File: src/rtl/tx_escape_pkg.sv
// rtl/tx_escape_pkg.sv - shared types and constants for the TX escape FIFO
package tx_escape_pkg;

  localparam int unsigned TX_ESC_DEFAULT_W = 8;
  localparam logic [TX_ESC_DEFAULT_W-1:0] TX_ESC_DEFAULT = 8'hB1;

  // Output sequencer: optional ESC prefix, then the word itself, each followed
  // by a wait for the UART to finish (rising edge of its ready line).
  typedef enum logic [2:0] {
    IDLE,
    ESC_SEND,
    ESC_WAIT,
    WORD_SEND,
    WORD_WAIT
  } tx_esc_state_e;

  // Default-width FIFO entry; the top re-declares it at its own DATA_W.
  typedef struct packed {
    logic                        is_cmd;
    logic [TX_ESC_DEFAULT_W-1:0] word;
  } tx_esc_entry_t;

endpackage

File: src/rtl/sync_fifo.sv
// rtl/sync_fifo.sv - generic single-clock FIFO with occupancy counter
module sync_fifo #(
  parameter int WIDTH = 9,
  parameter int DEPTH = 4,
  localparam int AW = $clog2(DEPTH),
  localparam int LW = $clog2(DEPTH + 1)
) (
  input  logic             clk,
  input  logic             rst,
  input  logic             push,
  input  logic             pop,
  input  logic [WIDTH-1:0] wdata,
  output logic [WIDTH-1:0] rdata,
  output logic             full,
  output logic             empty,
  output logic [LW-1:0]    level
);

  logic [WIDTH-1:0] mem [DEPTH];
  logic [AW-1:0]    wr_ptr;
  logic [AW-1:0]    rd_ptr;
  logic             do_push;
  logic             do_pop;

  assign full    = (level == LW'(DEPTH));
  assign empty   = (level == '0);
  assign do_push = push & ~full;
  assign do_pop  = pop & ~empty;
  assign rdata   = mem[rd_ptr];

  // Storage array; contents need no reset because level gates every read.
  always_ff @(posedge clk) begin
    if (do_push) begin
      mem[wr_ptr] <= wdata;
    end
  end

  // Pointers wrap naturally at DEPTH (power of two); level tracks occupancy.
  always_ff @(posedge clk) begin
    if (rst) begin
      wr_ptr <= '0;
      rd_ptr <= '0;
      level  <= '0;
    end else begin
      if (do_push) wr_ptr <= wr_ptr + AW'(1);
      if (do_pop)  rd_ptr <= rd_ptr + AW'(1);
      if (do_push && !do_pop)      level <= level + LW'(1);
      else if (do_pop && !do_push) level <= level - LW'(1);
    end
  end

endmodule

File: src/rtl/tx_escape_fifo.sv
// rtl/tx_escape_fifo.sv - buffered ESC inserter to UART-TX; TX_ESCAPE_OVERFLOW_EN enables sticky overflow flag
module tx_escape_fifo
  import tx_escape_pkg::*;
#(
  parameter int                DATA_W = 8,
  parameter logic [DATA_W-1:0] ESC    = DATA_W'(TX_ESC_DEFAULT),
  parameter int                DEPTH  = 4,
  localparam int               LW     = $clog2(DEPTH + 1)
) (
  input  logic              CLK_I,
  input  logic              RST_I,
  input  logic [DATA_W-1:0] DATA_I,
  input  logic              WRITE_I,
  input  logic [DATA_W-1:0] COMMAND_I,
  input  logic              WRITE_COMMAND_I,
  output logic              READY_O,
  output logic [LW-1:0]     LEVEL_O,
  output logic              OVERFLOW_O,
  input  logic              TX_READY_I,
  output logic [DATA_W-1:0] DATA_O,
  output logic              WRITE_O,
  output logic              ESC_DETECTED_O
);

  typedef struct packed {
    logic              is_cmd;
    logic [DATA_W-1:0] word;
  } entry_t;

  entry_t            wr_entry;
  entry_t            head;
  logic              fifo_full;
  logic              fifo_empty;
  logic              write_req;
  logic              push;
  logic              pop;
  logic              tx_ready_q;
  logic              tx_done;
  tx_esc_state_e     state_q;
  tx_esc_state_e     state_d;
  logic              write_d;
  logic [DATA_W-1:0] data_d;
  logic              esc_det_d;

  assign write_req = WRITE_I | WRITE_COMMAND_I;
  assign READY_O   = ~fifo_full & ~RST_I;
  assign push      = write_req & READY_O;
  assign tx_done   = TX_READY_I & ~tx_ready_q;

  // A command wins over a simultaneous data write; the data word is dropped.
  always_comb begin
    wr_entry = '{is_cmd: 1'b0, word: DATA_I};
    if (WRITE_COMMAND_I) begin
      wr_entry = '{is_cmd: 1'b1, word: COMMAND_I};
    end
  end

  sync_fifo #(
    .WIDTH(DATA_W + 1),
    .DEPTH(DEPTH)
  ) u_fifo (
    .clk  (CLK_I),
    .rst  (RST_I),
    .push (push),
    .pop  (pop),
    .wdata(wr_entry),
    .rdata(head),
    .full (fifo_full),
    .empty(fifo_empty),
    .level(LEVEL_O)
  );

  // Next-state and next-output logic; the head is popped only when its word goes out.
  always_comb begin
    state_d   = state_q;
    write_d   = 1'b0;
    data_d    = DATA_O;
    esc_det_d = ESC_DETECTED_O;
    pop       = 1'b0;
    unique case (state_q)
      IDLE: begin
        if (!fifo_empty) begin
          state_d = (head.is_cmd || head.word == ESC) ? ESC_SEND : WORD_SEND;
        end
      end
      ESC_SEND: begin
        if (TX_READY_I) begin
          write_d   = 1'b1;
          data_d    = ESC;
          esc_det_d = 1'b1;
          state_d   = ESC_WAIT;
        end
      end
      ESC_WAIT: begin
        if (tx_done) state_d = WORD_SEND;
      end
      WORD_SEND: begin
        if (TX_READY_I) begin
          write_d   = 1'b1;
          data_d    = head.word;
          esc_det_d = 1'b0;
          pop       = 1'b1;
          state_d   = WORD_WAIT;
        end
      end
      WORD_WAIT: begin
        if (tx_done) state_d = IDLE;
      end
      default: state_d = IDLE;
    endcase
  end

  // State, registered UART outputs and the TX ready edge detector.
  always_ff @(posedge CLK_I) begin
    if (RST_I) begin
      state_q        <= IDLE;
      WRITE_O        <= 1'b0;
      DATA_O         <= '0;
      ESC_DETECTED_O <= 1'b0;
      tx_ready_q     <= 1'b1;
    end else begin
      state_q        <= state_d;
      WRITE_O        <= write_d;
      DATA_O         <= data_d;
      ESC_DETECTED_O <= esc_det_d;
      tx_ready_q     <= TX_READY_I;
    end
  end

`ifdef TX_ESCAPE_OVERFLOW_EN
  logic overflow_q;

  // Sticky flag for any write attempted while the FIFO is full.
  always_ff @(posedge CLK_I) begin
    if (RST_I) begin
      overflow_q <= 1'b0;
    end else if (write_req && fifo_full) begin
      overflow_q <= 1'b1;
    end
  end

  assign OVERFLOW_O = overflow_q;
`else
  assign OVERFLOW_O = 1'b0;
`endif

endmodule

File: config.mk
export PLATFORM = sky130hd
export DESIGN_NAME = tx_escape_fifo
export DESIGN_NICKNAME = d
export VERILOG_FILES = /design/src/rtl/tx_escape_pkg.sv /design/src/rtl/sync_fifo.sv /design/src/rtl/tx_escape_fifo.sv
export SDC_FILE = /design/constraint.sdc
export NUM_CORES = 1
export LEC_CHECK = 0
export CAP_MARGIN = 30
export CORE_MARGIN = 4
export CORE_UTILIZATION = 53
export DETAILED_ROUTE_END_ITERATION = 8
export GPL_ROUTABILITY_DRIVEN = 0
export GPL_TIMING_DRIVEN = 0
export PLACE_DENSITY_LB_ADDON = 0.08
export REMOVE_ABC_BUFFERS = 1
export SLEW_MARGIN = 20
export SYNTH_ARGS = -nofsm -noshare
export SYNTH_HDL_FRONTEND = slang
export SYNTH_SLANG_ARGS = --single-unit
File: constraint.sdc
create_clock -name CLK_I -period 2.74 [get_ports CLK_I]
set_input_delay 0.548 -clock CLK_I [delete_from_list [all_inputs] [get_ports CLK_I]]
set_output_delay 0.548 -clock CLK_I [all_outputs]
set_load 0.01 [all_outputs]
==> results by group, run 1 <==
Placement
  • IO buf count: 34
  • Dpl hpwl: just over 3 mm
  • Post-Place Cells: about 240

Min path
  • Hold Path End: ESC_DETECTED_O$_SDFFE_PP0P_
  • Worst hold start: ESC_DETECTED_O$_SDFFE_PP0P_
  • WHS Path Cells: 2
  • HP Class: reg2reg

Worst setup path
  • R2r worst-path depth: 8
  • Critical path class: in2reg
  • Critical path data arrival time: around 2.7 ns
  • CP max FO: 6
  • Req. time, crit path: roughly 3.0 ns
  • Reg-to-Reg End: u_fifo.level[2]$_SDFFE_PP0P_
  • Startpoint Class: primary input
  • Reg2Reg Setup Slack: 0.38 ns
  • CP Capture Type: flip-flop
  • Reg2reg start: u_fifo.level[0]$_SDFFE_PP0P_

Global routing
  • Vias in the first global route: roughly 1500
  • Largest net degree at the start of global routing: 26
  • Gr ovfl total: 0
  • First-pass GRT wire length: between 7 and 8 mm
  • Initial antenna violation count: 0
  • Gr usage total: 0.177

Floorplanning
  • Die span in x: about 76 µm
  • Die height: 75.8 µm
  • Row count: 24
  • Core area: ~4400 µm²
  • Initial cell density of the core: 0.551
  • Num ports: 36
  • Die footprint: 5740 µm²

Pwr
  • Tot Pwr: ~2.2 mW
  • Logic gate share of total power: 0.191
  • Switching power: ~600 µW
  • Flop pwr share: 0.506
  • Power share of the clock group: 0.304
  • Leak: 1.05 nW
  • Switch share: 0.266
  • Peak VDD IR: between 0.0004 and 0.0005 V
  • Internal: 1.64 mW
  • Power per cell area: 750 nW/µm²

Synth
  • Async SR Flop Fraction: 0
  • Synth Instances: between 150 and 200
  • Syn avg cell area: approximately 15 µm²
  • Ys Warns: 0
  • Sequential area share after synthesis: 0.633
  • Post-synth EDFFs: 36
  • Synth Flop Type: edfxtp_1
  • Area of the mapped netlist: approximately 2400 µm²
  • Yosys cell types: 38
  • Synth Register Bits: a little under 60

STA
  • Actual slew at the worst max-slew pin: ~0.64 ns
  • Slew Limit Fails: 0
  • RSZ-0062 raised after global routing: no
  • Fin crit period: between 2 and 2.5 ns
  • Hold_ws: ~0.51 ns
  • Max_slew headroom: 0.573
  • Final Cycle Share: 0.894
  • Layout Skew: between 0.005 and 0.006 ns
  • Hold Vio Cnt, Final: 0
  • FMAX: 408 MHz
  • Final setup viols: 0

Clock network
  • CTS Hold Bufs: 0
  • CTS Buf Count: 9
  • Root buffer cell: clkbuf_8
  • Clk_lat worst skew: ~0.33 ns
  • CTS tree: yes
  • Sink Count: roughly 60
  • Clk slew on worst S/H paths: around 0.060 ns
  • H-tree depth: 3
  • CTS Buffer Depth: 2

Detailed routing
  • Post-Route WL: between 4 and 5 mm
  • Drt drc: 0
  • WL per Instance: 17.1 µm
  • Post-route ant nets: 0
  • Via/cell ratio: roughly 5.7
  • Pre-Repair DR Iteration Count: 4
  • DR iter-0 viols: 49
  • Via count: about 1500

Layout
  • Ant. Diodes: 0
  • Final net count: roughly 230
  • Final core occ: 0.674
  • Fraction of layout instances using a drive strength above 1: 0.176
  • Layout area overhead: 22.3%
  • Number of fill cells: just under 300
  • Final cell count without fillers: 262

Run status
  • Outcome: finished clean

Flow run
  • Total of max-cap violations: 0
state kept, by name, summed over array words and instances (netlist names), named ones only:
register / flops
u_fifo.wr_ptr: 2
ESC_DETECTED_O: 1
u_fifo.level: 3
u_fifo.rd_ptr: 2
state_q: 3
u_fifo.mem: 36
tx_ready_q: 1
DATA_O: 8
WRITE_O: 1
synth_stat cells, drive strengths merged, types with 2 or more instances:
cell / instances / area share
clkbuf: 4 / 0.0062
o22ai: 5 / 0.013
ha: 5 / 0.026
mux2i: 2 / 0.0082
nand2b: 3 / 0.011
a22oi: 4 / 0.012
dfxtp: 23 / 0.19
nand4b: 2 / 0.0072
edfxtp: 36 / 0.44
nor2: 21 / 0.032
inv: 3 / 0.0046
nor3: 3 / 0.0062
nand2: 3 / 0.0046
buf: 5 / 0.013
o21ai: 2 / 0.0041
mux4: 9 / 0.086
or3: 3 / 0.0077
a21oi: 4 / 0.0082
and2: 4 / 0.010
mux2: 8 / 0.037
xor2: 5 / 0.018
nand3: 2 / 0.0041
area by class of cell:
| type | count | area (µm²) | area share |
|---|---|---|---|
| tap | 52 | 65.1 | 0.0219 |
| clock inverter | 3 | 13.8 | 0.00462 |
| inverter | 3 | 11.3 | 0.00378 |
| sequential | 59 | 1540 | 0.518 |
| multi-input combinational | 96 | 841 | 0.282 |
| clock buffer | 13 | 159 | 0.0534 |
| timing repair buffer | 36 | 345 | 0.116 |
layout by cell type, fill, tap and decap left out, types with 2 or more instances in the layout:
| master | netlist | final |
|---|---|---|
| a22oi_1 | 4 | 4 |
| buf_4 | 1 | 2 |
| nor3_1 | 3 | 3 |
| clkdlybuf4s50_1 | 0 | 32 |
| mux4_1 | 2 | 2 |
| mux4_2 | 7 | 7 |
| o21ai_0 | 2 | 2 |
| nor2_1 | 21 | 21 |
| a21oi_1 | 4 | 4 |
| and2_1 | 4 | 4 |
| mux2_2 | 8 | 8 |
| clkbuf_8 | 0 | 11 |
| or3_1 | 3 | 3 |
| nand2b_1 | 2 | 2 |
| o22ai_1 | 5 | 5 |
| dfxtp_1 | 23 | 23 |
| clkbuf_2 | 0 | 2 |
| clkinv_2 | 0 | 2 |
| xor2_1 | 5 | 5 |
| nand3_1 | 2 | 2 |
| edfxtp_1 | 36 | 36 |
| clkbuf_1 | 4 | 2 |
| nand2_1 | 3 | 3 |
| ha_1 | 5 | 5 |
| nand4b_1 | 2 | 2 |
| inv_1 | 3 | 3 |
| mux2i_1 | 2 | 2 |
worst max-delay path: stages:
cell and delay, ns:
clkdlybuf4s50_1 0.50, and4b_1 0.30, nand2_1 0.13, ha_1 0.18
inv_1 0.06, fa_1 0.37, xor2_1 0.15, or3_1 0.30
a21oi_1 0.15
through the flow:
stage               setup WS, ns  instance area, µm²  TNS [ns]
floorplan                  0.474                2390         0
global placement          -0.576                2790     -5.70
detailed placement        -0.748                2790    -10.31
CTS                      0.00349                2970         0
global route               0.169                2980         0
finish                     0.290                2980         0
how the worst max path moves through the flow:
stage / startpoint / to / cells after the start
after floorplan: u_fifo.level[0]$_SDFFE_PP0P_ / u_fifo.level[2]$_SDFFE_PP0P_ / 8
after global placement: RST_I / u_fifo.level[2]$_SDFFE_PP0P_ / 8
after detailed placement: WRITE_COMMAND_I / u_fifo.level[2]$_SDFFE_PP0P_ / 9
after CTS: WRITE_COMMAND_I / u_fifo.level[2]$_SDFFE_PP0P_ / 9
after global routing: TX_READY_I / u_fifo.level[2]$_SDFFE_PP0P_ / 9
final: TX_READY_I / u_fifo.level[2]$_SDFFE_PP0P_ / 9
power by group through the flow:
| stage | clock (mW) | sequential, mW | combinational, mW |
|---|---|---|---|
| 2_1_floorplan | 0 | 1.14 | 0.246 |
| 3_3_place_gp | 0 | 1.14 | 0.400 |
| 3_5_place_dp | 0 | 1.15 | 0.418 |
| 4_1_cts | 0.695 | 1.13 | 0.424 |
| 5_1_grt | 0.730 | 1.14 | 0.476 |
| 6_report | 0.678 | 1.13 | 0.426 |
kinds of logic after synthesis:
logic type | count (synthesis) | share of synthesized area
DFF | 59 | 0.633
adders and majority gates | 6 | 0.0339
xor gates and xnor gates | 6 | 0.0216
other | 1 | 0.00154
buffers and inverters | 12 | 0.0242
and+or+nand+nor | 45 | 0.0982
muxes | 19 | 0.132
AOI/OAI and AO/OA | 19 | 0.0555
routing by layer:
| metal | wire (µm) | vias up | global-route usage |
|---|---|---|---|
| li1 | - | 700 | - |
| met1 | 1840 | 716 | 0.210 |
| met2 | 2270 | 59 | 0.288 |
| met3 | 338 | 8 | 0.0699 |
| met4 | 36 | 0 | 0.0680 |
| met5 | 0 | - | 0 |
timing repair:
action | 4_1_cts | 5_1_grt
setup buffers | 0 | 2
pin swaps | 0 | 1
gates resized for setup | 4 | 3
setup endpoints to repair | 3 | 1
(Power assumes the default switching activity.)
==> run 2: changes to the inputs <==
- CORE_MARGIN: 4 -> 10
==> run 2 against run 1 <==
Net effect: clock-buffer cell count fell by 2; register-to-register slack better by 0.12 ns; core utilization is 0.57 points lower; wire length increased by 5.9%; largest cell class unchanged; global-route usage is 4.8 points lower; critical path type is now in2out; worst hold slack worse by 0.023 ns; clock skew grew 0.0020 ns; critical path depth shrank 6.
==> results by group, run 2 (synthesized netlist as in run 1, its figures left out) <==
Run status
  • Outcome: finished clean

STA
  • Final setup viols: 0 (unchanged)
  • Slew Limit Fails: 0 (unchanged)
  • FMAX: 397 MHz (-2.6%)
  • Max_slew headroom: 0.386 (-0.187)
  • Hold Vio Cnt, Final: 0 (unchanged)
  • Actual slew at the worst max-slew pin: 0.921 ns (+0.282 ns)
  • Final Cycle Share: 0.919 (+0.0243)
  • Fin crit period: 2.52 ns (+0.0666 ns)
  • RSZ-0062 raised after global routing: no
  • Final setup TNS: 0 ns (unchanged)
  • Layout Skew: 0.00722 ns (+0.00196 ns)

Detailed routing
  • Post-route ant nets: 0 (unchanged)
  • WL per Instance: 18.2 µm (+6.3%)
  • Post-Route WL: 4.75 mm (+5.9%)
  • Via count: 1465 (-1.2%)
  • DR iter-0 viols: 56 (+14%)
  • Via/cell ratio: 5.61 (-0.84%)
  • Pre-Repair DR Iteration Count: 4 (unchanged)
  • Drt drc: 0 (unchanged)

Global routing
  • Vias in the first global route: 1551 (+6.6%)
  • First-pass GRT wire length: 7.51 mm (+6.7%)
  • Initial antenna violation count: 0 (unchanged)
  • Gr usage total: 0.128 (-0.0481)
  • Largest net degree at the start of global routing: 26 (unchanged)
  • Gr ovfl total: 0 (unchanged)

Layout
  • Most frequent cells in the layout: edfxtp_1 (36), clkdlybuf4s50_1 (32), dfxtp_1 (23)
  • Largest registers: u_fifo.mem: 36 flops, DATA_O: 8 flops
  • Most common cell after layout, fill and taps aside: edfxtp_1
  • Layout area overhead: 21.3%
  • Number of fill cells: 316 (+9.0%)
  • Fraction of layout instances using a drive strength above 1: 0.153 (-0.0231)
  • Ant. Diodes: 0 (unchanged)
  • Biggest register: u_fifo.mem
  • Final core occ: 0.669 (-0.00567)
  • Final cell count without fillers: 261 (-0.38%)
  • Max reg flops: 36 (unchanged)
  • Final net count: 231 (-0.43%)

Worst setup path
  • Critical path class: in2out
  • CP max FO: 25 (+19)
  • Critical path data arrival time: 1.97 ns (-0.73 ns)
  • Reg2reg start: u_fifo.level[0]$_SDFFE_PP0P_
  • Critical-path cell list: dlygate4sd2_1 > a21oi_1 > clkdlybuf4s50_1
  • Startpoint Class: primary input
  • Critical Path Start: RST_I
  • CP Capture Type: output pin
  • CP max stage cell: dlygate4sd2_1
  • Reg2Reg Setup Slack: 0.50 ns (+0.12 ns)
  • Slowest stage delay, CP: 0.81 ns (+0.31 ns)
  • Req. time, crit path: 2.19 ns (-0.80 ns)

Pwr
  • Leak: 1.03 nW (-1.7%)
  • Peak VDD IR: 0.000374 V (-15%)
  • Power per cell area: 736 nW/µm² (-1.9%)
  • Tot Pwr: 2.17 mW (-2.7%)

Floorplanning
  • Die height: 87.8 µm (+16%)
  • Die span in x: 87.8 µm (+16%)
  • Core area: 4410 µm² (unchanged)
  • Num ports: 36 (unchanged)
  • Row count: 24 (unchanged)
  • Initial cell density of the core: 0.551 (unchanged)
  • Die footprint: 7700 µm² (+34%)

Clock network
  • CTS Buf Count: 9 (unchanged)
  • CTS tree: yes
  • Clk slew on worst S/H paths: 0.06 ns (about the same)
  • Clk_lat worst skew: 0.32 ns (about the same)
  • Root buffer cell: clkbuf_8
  • CTS Buffer Depth: 2 (unchanged)
  • H-tree depth: 3 (unchanged)
  • Sink Count: 59 (unchanged)

Placement
  • IO buf count: 34 (unchanged)
  • Dpl hpwl: 3.34 mm (+9.8%)
  • Post-Place Cells: 244 (unchanged)

Min path
  • HP Class: reg2reg
  • Worst hold start: ESC_DETECTED_O$_SDFFE_PP0P_

Flow run
  • Total of max-cap violations: 0 (unchanged)
## run 2: changes by cell type in the layout (fill, tap and decap cells not counted)
cell and delta:
clkbuf_2 -1, clkinv_2 -1, buf_4 -1, dlygate4sd2_1 +1
clkbuf_8 -2, clkinv_1 +3
## run 2: metal layers
metal | vias to the layer above | part of all wire | wire length (µm) | track usage
li1 | 698 | - | - | -
met1 | 725 | 0.43 | 2070 | 0.149
met2 | 35 | 0.49 | 2340 | 0.205
met3 | 7 | 0.058 | 278 | 0.0427
met4 | 0 | 0.014 | 65 | 0.0710
met5 | - | 0 | 0 | 0
## run 2: critical path: cells and delay by family
kind            cells  cell delay (ns)
compound gates      1             0.09
buf+inv             2             1.33
## run 2: worst paths after layout
check                                 endpoint  depth (start not counted)
setup / recovery                       READY_O                          3
hold / removal     ESC_DETECTED_O$_SDFFE_PP0P_                          2
setup reg to reg  u_fifo.level[2]$_SDFFE_PP0P_                          8
hold reg to reg    ESC_DETECTED_O$_SDFFE_PP0P_                          2
## run 2: what timing repair did
action / in CTS / in global routing
cloned: 0 / 0
gates resized for setup: 4 / 1
setup endpoints to repair: 3 / 1
pin swaps: 0 / 1
hold buffers: 0 / 0
setup buffers: 0 / 1
## run 2: where the power goes
part | internal (mW) | total, mW | switching [mW]
Clock | 0.314 | 0.616 | 0.302
Combinational | 0.219 | 0.426 | 0.207
Sequential | 1.05 | 1.13 | 0.0831
## run 2: area by class of cell
cell class | count | area, µm² | share of cell area
flip-flops and latches | 59 | 1540 | 0.522
multi-input cells | 96 | 841 | 0.285
repair buffers | 35 | 342 | 0.116
clock buffers | 11 | 131 | 0.0445
well taps | 52 | 65.1 | 0.0220
clock inverters | 5 | 20.0 | 0.00678
inverters | 3 | 11.3 | 0.00382
## run 2: metrics by stage
step,instance area [µm²],setup slack (ns),hold WS (ns)
after CTS,2950,0.00875,0.487
after floorplan,2390,0.474,0.485
after global placement,2790,-0.601,0.465
after detailed placement,2790,-0.767,0.473
after global routing,2950,0.103,0.516
final,2950,0.223,0.482
==> run 3: changes to the inputs <==
--- a/config.mk
+++ b/config.mk
@@ -13,3 +13,3 @@
 export GPL_TIMING_DRIVEN = 0
-export PLACE_DENSITY_LB_ADDON = 0.08
+export PLACE_DENSITY = 0.87
 export REMOVE_ABC_BUFFERS = 1
==> constraint.sdc (replaced) <==
create_clock -name CLK_I -period 2.74 [get_ports CLK_I]
set_input_delay 0.274 -clock CLK_I [delete_from_list [all_inputs] [get_ports CLK_I]]
set_output_delay 0.274 -clock CLK_I [all_outputs]
set_load 0.01 [all_outputs]
==> run 3 against run 2 <==
Net effect: clock power rose by 1%; worst setup slack better by 0.13 ns; total power is 0.21% higher; design area is 0.42% higher; clock skew hardly changed; final cell count shrank 0.38%; largest power group unchanged.
==> results by group, run 3 (synthesized netlist as in run 1, its figures left out) <==
STA
  • Final setup viols: 0 (unchanged)
  • Layout Skew: 0.00770 ns (+0.000482 ns)
  • RSZ-0062 raised after global routing: no
  • Final Cycle Share: 0.870 (-0.0481)
  • Final setup TNS: 0 ns (unchanged)
  • Hold Vio Cnt, Final: 0 (unchanged)
  • Actual slew at the worst max-slew pin: 0.590 ns (-0.331 ns)
  • Max_slew headroom: 0.606 (+0.220)
  • FMAX: 419 MHz (+5.5%)
  • Slew Limit Fails: 0 (unchanged)
  • Fin crit period: 2.39 ns (-0.132 ns)

Placement
  • Dpl hpwl: 3.25 mm (-2.7%)
  • IO buf count: 34 (unchanged)
  • Post-Place Cells: 244 (unchanged)
  • DP Area: 2790 µm² (unchanged)

Pwr
  • Logic gate share of total power: 0.194 (-0.002)
  • Switch share: 0.276 (+0.00359)
  • Peak VDD IR: 0.000555 V (+49%)
  • Power per cell area: 735 nW/µm² (-0.21%)
  • Switching power: 601 µW (+1.5%)
  • Flop pwr share: 0.519 (about the same)
  • Internal: 1.58 mW (-0.28%)
  • Power share of the clock group: 0.287 (+0.003)
  • Leak: 1.04 nW (+1.2%)

Global routing
  • GR met3 Demand/Resource: 0.0362 (-0.00650)
  • Largest net degree at the start of global routing: 26 (unchanged)
  • Initial antenna violation count: 0 (unchanged)
  • GR Util met1: 0.152 (+0.00257)
  • Gr ovfl total: 0 (unchanged)
  • First-pass GRT wire length: 7.68 mm (+2.2%)
  • Vias in the first global route: 1525 (-1.7%)
  • GR Util met2: 0.213 (+0.00794)
  • Gr usage total: 0.132 (+0.00322)
  • Grt peak-use layer: met2

Layout
  • Final cell count without fillers: 260 (-0.38%)
  • Max reg flops: 36 (unchanged)
  • Final net count: 231 (unchanged)
  • Ant. Diodes: 0 (unchanged)
  • Final instance area: 2960 µm² (+0.42%)
  • Biggest register: u_fifo.mem
  • Layout area overhead: 21.8%
  • Fraction of layout instances using a drive strength above 1: 0.154 (+0.000736)
  • Most common cell after layout, fill and taps aside: edfxtp_1
  • Largest registers: u_fifo.mem: 36 flops, DATA_O: 8 flops
  • Most frequent cells in the layout: edfxtp_1 (36), clkdlybuf4s50_1 (32), dfxtp_1 (23)

Detailed routing
  • Drt drc: 0 (unchanged)
  • Post-route ant nets: 0 (unchanged)
  • DR iter-0 viols: 85 (+52%)
  • Post-Route WL: 4.71 mm (-0.88%)
  • WL per Instance: 18.1 µm (-0.50%)
  • Via/cell ratio: 5.60 (-0.30%)
  • Via count: 1455 (-0.68%)
  • Pre-Repair DR Iteration Count: 4 (unchanged)

Clock network
  • CTS tree: yes
  • Clk_lat worst skew: 0.33 ns (about the same)
  • H-tree depth: 3 (unchanged)
  • CTS Buf Count: 9 (unchanged)
  • Clk slew on worst S/H paths: 0.06 ns (about the same)
  • Sink Count: 59 (unchanged)
  • CTS Buffer Depth: 2 (unchanged)
  • Root buffer cell: clkbuf_8
  • CTS Hold Bufs: 0 (unchanged)

Floorplanning
  • Die footprint: 7700 µm² (unchanged)
  • Initial cell density of the core: 0.551 (unchanged)
  • Core area: 4410 µm² (unchanged)
  • Num ports: 36 (unchanged)
  • Row count: 24 (unchanged)
  • Die height: 87.8 µm (unchanged)
  • Die span in x: 87.8 µm (unchanged)

Worst setup path
  • Req. time, crit path: 3.01 ns (+0.82 ns)
  • CP Capture Type: flip-flop
  • CP max FO: 8 (-68%)
  • Critical path data arrival time: 2.65 ns (+0.68 ns)
  • Critical path class: reg2reg
  • Startpoint Class: flip-flop

Run status
  • Outcome: finished clean

Min path
  • HP Class: in2reg

Flow run
  • Total of max-cap violations: 0 (unchanged)
## run 3: metal layers
| metal | part of all wire | vias to the layer above |
|---|---|---|
| met5 | 0 | - |
| met4 | 0.023 | 0 |
| met3 | 0.032 | 12 |
| met2 | 0.53 | 37 |
| met1 | 0.42 | 712 |
| li1 | - | 694 |
## run 3: final timing paths
| kind | from | end | slack, ns | cells past startpoint |
|---|---|---|---|---|
| worst max-delay path | u_fifo.level[0]$_SDFFE_PP0P_ | u_fifo.level[2]$_SDFFE_PP0P_ | 0.35 | 8 |
| worst min-delay path | RST_I | u_fifo.wr_ptr[0]$_SDFFE_PP0P_ | 0.45 | 2 |
| worst max register to register | u_fifo.level[0]$_SDFFE_PP0P_ | u_fifo.level[2]$_SDFFE_PP0P_ | 0.35 | 8 |
| worst min register to register | ESC_DETECTED_O$_SDFFE_PP0P_ | ESC_DETECTED_O$_SDFFE_PP0P_ | 0.50 | 2 |
## run 3: cell type report
cell class | count | area (µm²)
multi-input combinational | 96 | 841
timing repair buffer | 35 | 357
inverter | 3 | 11.3
clock buffer | 10 | 128
tap | 52 | 65.1
fill | 311 | 1450
clock inverter | 5 | 21.3
sequential | 59 | 1540
## run 3: worst max-delay path: stages (launching register included)
cell and delay (ns):
dfxtp_1 0.46, nor2_1 0.14, a211oi_4 0.42, ha_1 0.26, inv_1 0.06, fa_1 0.38
xor2_1 0.16, or3_1 0.31, a21oi_1 0.13
## run 3: power by group through the flow
stage / clock network (mW) / registers [mW] / logic [mW]
5_1_grt: 0.682 / 1.15 / 0.470
2_1_floorplan: 0 / 1.14 / 0.246
6_report: 0.625 / 1.13 / 0.423
3_3_place_gp: 0 / 1.14 / 0.402
3_5_place_dp: 0 / 1.15 / 0.417
4_1_cts: 0.634 / 1.13 / 0.423
## run 3: per-stage QoR
stage | utilization | power, mW | setup WS, ns | hold WS, ns
final | 0.671 | 2.18 | 0.355 | 0.448
after CTS | 0.668 | 2.19 | 0.0223 | 0.507
after detailed placement | 0.632 | 1.56 | -0.473 | 0.492
after global routing | 0.671 | 2.30 | 0.189 | 0.474
after floorplan | - | 1.39 | 0.474 | 0.343
after global placement | 0.632 | 1.54 | -0.450 | 0.469
## run 3: timing repair
item,CTS,global route
gates resized for setup,2,1
setup endpoints to repair,1,1
setup buffers,0,0
pin swaps,0,0
